**config.mk**
```make
export PLATFORM = sky130hd
export DESIGN_NAME = sensor_rotator
export DESIGN_NICKNAME = d
export VERILOG_FILES = /design/src/rtl/sensor_rotator_pkg.sv /design/src/rtl/sensor_rotator_debounce_bit.sv /design/src/rtl/sensor_rotator.sv
export SDC_FILE = /design/constraint.sdc
export NUM_CORES = 1
export LEC_CHECK = 0
export CORE_AREA = 5 5 42 44
export DETAILED_ROUTE_END_ITERATION = 8
export DIE_AREA = 0 0 47 49
export GPL_TIMING_DRIVEN = 0
export PLACE_DENSITY = 0.45
export SKIP_CTS_REPAIR_TIMING = 1
export SLEW_MARGIN = 20
export SYNTH_ARGS = -nofsm -noshare
export SYNTH_HDL_FRONTEND = slang
export SYNTH_SLANG_ARGS = --single-unit
```
**constraint.sdc**
```tcl
create_clock -name Clk -period 0.95 [get_ports Clk]
set_input_delay 0.19 -clock Clk [delete_from_list [all_inputs] [get_ports Clk]]
set_output_delay 0.19 -clock Clk [all_outputs]
set_load 0.005 [all_outputs]
```
**src/rtl/sensor_rotator_pkg.sv**
```systemverilog
// sensor_rotator_pkg: Moore state encoding and sensor-count classification for sensor_rotator
package sensor_rotator_pkg;
  typedef enum logic [1:0] {ST_NONE = 2'b00, ST_SOME = 2'b01, ST_ALL = 2'b11} state_t;
  function automatic state_t classify(input int pc, input int n);
    return pc == 0 ? ST_NONE : pc == n ? ST_ALL : ST_SOME;
  endfunction
endpackage

```
**src/rtl/sensor_rotator_debounce_bit.sv**
```systemverilog
// sensor_rotator_debounce_bit: one-bit DEB_CYCLES filter, built only with SENSOR_ROTATOR_DEBOUNCE_EN
`ifdef SENSOR_ROTATOR_DEBOUNCE_EN
module sensor_rotator_debounce_bit #(
  parameter int DEB_CYCLES = 4
) (
  input  logic clk,
  input  logic rst,
  input  logic en,
  input  logic d,
  output logic q
);
  localparam int CW = DEB_CYCLES > 1 ? $clog2(DEB_CYCLES) : 1;
  logic [CW-1:0] cnt;
  logic          last;
  assign last = cnt == CW'(DEB_CYCLES - 1);
  always_ff @(posedge clk)
    if (rst) begin
      q   <= 1'b0;
      cnt <= '0;
    end else if (en) begin
      cnt <= (d == q || last) ? '0 : cnt + 1'b1;
      if (d != q && last) q <= d;
    end
endmodule
`endif

```
**src/rtl/sensor_rotator.sv**
```systemverilog
// sensor_rotator: N-sensor NONE/SOME/ALL lamp rotator; SENSOR_ROTATOR_DEBOUNCE_EN adds per-bit debounce
module sensor_rotator
  import sensor_rotator_pkg::*;
#(
  parameter int N        = 2,
  parameter int DWELL    = 1,
  parameter int ROT_MODE = 0
`ifdef SENSOR_ROTATOR_DEBOUNCE_EN
  ,
  parameter int DEB_CYCLES = 4
`endif
) (
  input  logic                 Clk,
  input  logic                 reset,
  input  logic                 enable,
  input  logic [N-1:0]         sens,
  output logic [N-1:0]         lamp,
  output logic [1:0]           state,
  output logic [$clog2(N)-1:0] ptr
);
  localparam int PW = $clog2(N);
  localparam int DW = DWELL > 1 ? $clog2(DWELL) : 1;
  logic [N-1:0]  sens_q, eff;
  state_t        st;
  logic [DW-1:0] dwell_cnt;
  logic [PW-1:0] nxt_act, ptr_step;
  logic          step, found;
  int            idx;
`ifdef SENSOR_ROTATOR_DEBOUNCE_EN
  for (genvar i = 0; i < N; i++) begin : g_deb
    sensor_rotator_debounce_bit #(.DEB_CYCLES(DEB_CYCLES)) u_deb (
      .clk(Clk), .rst(reset), .en(enable), .d(sens_q[i]), .q(eff[i])
    );
  end
`else
  assign eff = sens_q;
`endif
  assign step  = dwell_cnt == DW'(DWELL - 1);
  assign state = st;
  // next active index after ptr, wrapping; holds ptr when no other bit is set
  always_comb begin
    nxt_act = ptr;
    found   = 1'b0;
    idx     = 0;
    for (int k = 1; k < N; k++) begin
      idx = (int'(ptr) + k) % N;
      if (!found && eff[PW'(idx)]) begin
        nxt_act = PW'(idx);
        found   = 1'b1;
      end
    end
    ptr_step = ROT_MODE == 1 ? nxt_act : ptr == PW'(N - 1) ? '0 : ptr + 1'b1;
  end
  always_comb
    lamp = !enable ? '0 :
           st == ST_ALL ? '1 :
           (st == ST_SOME && !(ROT_MODE == 1 && !eff[ptr])) ? N'(1) << ptr : '0;
  always_ff @(posedge Clk)
    if (reset) begin
      sens_q    <= '0;
      st        <= ST_NONE;
      ptr       <= '0;
      dwell_cnt <= '0;
    end else if (enable) begin
      sens_q    <= sens;
      st        <= classify($countones(eff), N);
      dwell_cnt <= (st != ST_SOME || step) ? '0 : dwell_cnt + 1'b1;
      if (st == ST_SOME && step) ptr <= ptr_step;
    end
endmodule

```
==> impl_results.md <==
* Setup TNS at -0.290 ns
* Total clock buffers created by CTS at 3
* Final hold viol count at 0
* P&R area growth vs syn at 46.4%
* Site row count at 14
* PnR worst setup slack at -0.110 ns
* Path depth of the worst reg2reg path at 2
* Net count of the finished layout at 45
* Critical register-to-register path endpoint: ptr
* Clock root buffer: clkbuf_4
* IO Port Bufs at 8
* Via/cell ratio at 4.26
* Wire length after detailed routing at 555 um
* Hold Crit Depth at 2
* Period utilisation layout at 1.12
* Violations in the final reports: negative setup slack
* Count of different cell masters after synthesis at 14
* Main area contributors after synthesis: dfxtp_1 46%, nor2_1 10%, mux2i_1 7.7%
* Die Span X at 47 um
* Worst Max-Slew Pin Slew at 0.250 ns
* Critical path capture point type: output pin
* Number of max-slew violations in the final report at 0
* Iter 0 DRT Violations at 4
* Peak supply drop at 0.580 mV
* Required @ worst endpoint at 0.76 ns
* Clk_skew at 0.000519 ns
* Post-DP HPWL at 428 um
* Setup Crit Path Kind: register to output pin
* Clock latency reported for the late side of the worst-skew pair at 0.25 ns
* Power density over the cells at 1530 nW/um2
* Design area at 379 um2
* Area taken by multi-input logic gates at 130 um2
* Clock network fraction of design power at 0.416
* Via count of the first global-routing pass at 210
* Net Switching at 0.000135 W
* H-tree depth at 1
* Pin count of the biggest net entering global routing at 10
* Fill cells at 157
* Clock-pin transition on the worst setup and hold timing paths at 0.05 ns
* Post-synthesis cell area at 259 um2
* Leakage power summed over all cells at 0.166 nW
* Proportion of power drawn by flip-flops and latches at 0.468
* Worst hold start: enable
* Launching point of the worst reg2reg path: state[1]
* Number of antenna repair diodes at 0
* Peak Freq at 0.944 GHz
* DRT Pass-1 Iters at 4
* Number of nets with antenna violations after routing at 0
* Period minus WS final at 1.06 ns
* Proportion of netlist area held by the largest area contributor at 0.464
* Maximum Capacitance Violations at 0
* Power consumption at 0.000580 W
* Die outline area at 2300 um2
* Cell taking the most area after synthesis: dfxtp_1
* Final setup fails at 3
* Async set or reset register ratio after synthesis at 0
* Initial antenna violation count at 0
* Status: complete, but fails checks
* Crit start category: register
* Detailed-route via count at 230
* Total congestion overflow at 0
* Number of register bits inferred by synthesis at 6
* DRC violation count after routing at 0
* Ys flop type: dfxtp_1
* Cell area after placement at 360 um2
* Critical path peak fanout at 4
* Register-to-register path setup slack at -0.08 ns
* Max Root-Sink Buffers at 2
* Worst Hold Path EP: dwell_cnt
* Wire length of the first global-routing pass at 903 um
* Switching power share of the total at 0.232
* Most frequent cells after synthesis: 7 x nor2_1, 6 x dfxtp_1, 2 x a21oi_1, 2 x mux2i_1
* Post-Syn Nets at 32
* Yosys warning count at 0
* Unrepaired setup endpoints after global routing: yes
* Worst Path Arrival at 0.87 ns
* Total track usage at 0.0599
* Initial cell density of the core at 0.185
* Most frequent cell after synthesis: nor2_1
* Seq. cell area at 129 um2
* Proportion of synthesized chip area in sequential cells at 0.464
* Number of top-level design ports at 10
* Average wire per standard cell at 10.3 um
* Number of enable flip-flop cells after synthesis at 0
* Number of sinks driven by the clock tree at 6
* Placer congestion estimate at 0.630
* Synthesized instance count at 27
* Fraction of layout cells with a size suffix above 1 at 0.395
* Worst rel slew slack at 0.833
* Height of the die at 49 um
* Syn avg cell area at 9.59 um2
* Post-Route Utilization at 0.271
* Type of the worst min-delay path: input pin to register
* Core region area at 1400 um2
* Combinational group share of total power at 0.116
* Cell internal pwr at 0.000445 W
* CTS tree: yes
-- critical path, stage by stage, from the launching register on --
cell	delay [ns]
dfxtp_2	0.35
nand2_2	0.06
a21oi_2	0.09
buf_2	0.12
-- how the worst max path moves through the flow --
stage	start	endpoint	slack, ns	cells after the start
final	state[0]	lamp[0]	-0.11	3
after detailed placement	state[0]	lamp[0]	-0.34	3
after CTS	state[0]	lamp[0]	-0.61	3
after floorplan	state[1]	ptr	-0.06	2
after global placement	state[0]	lamp[0]	-0.31	3
after global routing	state[0]	lamp[0]	-0.18	3
-- cell type report --
type | count | area share
clock buffer | 3 | 0.0594
sequential | 6 | 0.340
multi-input combinational | 19 | 0.343
buffer | 1 | 0.0297
tap | 16 | 0.0528
inverter | 1 | 0.00990
timing repair buffer | 8 | 0.165
-- cells by family (layout without fill, tap and decap cells) --
family | count (synthesis) | count (layout) | synth area share
compound gates | 3 | 3 | 0.0676
simple gates | 13 | 13 | 0.275
flops | 6 | 6 | 0.464
mux | 3 | 3 | 0.135
buf+inv | 2 | 13 | 0.0580
-- power groups by stage --
stage	clock network, W	registers (W)	logic (W)
final	0.000241	0.000272	0.0000673
after global routing	0.000273	0.000274	0.0000754
after CTS	0.000249	0.000274	0.0000735
after detailed placement	0	0.000279	0.0000733
after global placement	0	0.000278	0.0000711
after floorplan	0	0.000277	0.0000355
-- state kept, by name, indices dropped and copies added, names as in the netlist --
signal     count
dwell_cnt      1
eff            2
state          2
ptr            1
-- metrics by stage --
| step | hold WS (ns) | worst slack, ns | std cells |
|---|---|---|---|
| 6_report | 0.163 | -0.110 | 54 |
| 3_3_place_gp | 0.409 | -0.313 | 51 |
| 5_1_grt | 0.161 | -0.178 | 54 |
| 2_1_floorplan | 0.252 | -0.0613 | 27 |
| 4_1_cts | 0.153 | -0.612 | 54 |
| 3_5_place_dp | 0.416 | -0.336 | 51 |
-- layout by cell type (no fill, tap or decap), drive strengths merged, types with 2 or more instances in the layout --
master / n
a21oi: 2
buf: 4
clkbuf: 4
clkdlybuf4s50: 3
dfxtp: 6
mux2i: 2
nor2: 7
-- routing by layer --
metal | vias to the layer above | routed length (um) | global-route usage
li1 | 114 | - | -
met1 | 98 | 262 | 0.0661
met2 | 13 | 202 | 0.0679
met3 | 5 | 60 | 0.0369
met4 | 0 | 31 | 0.0691
met5 | - | 0 | 0
(Power assumes the default switching activity.)
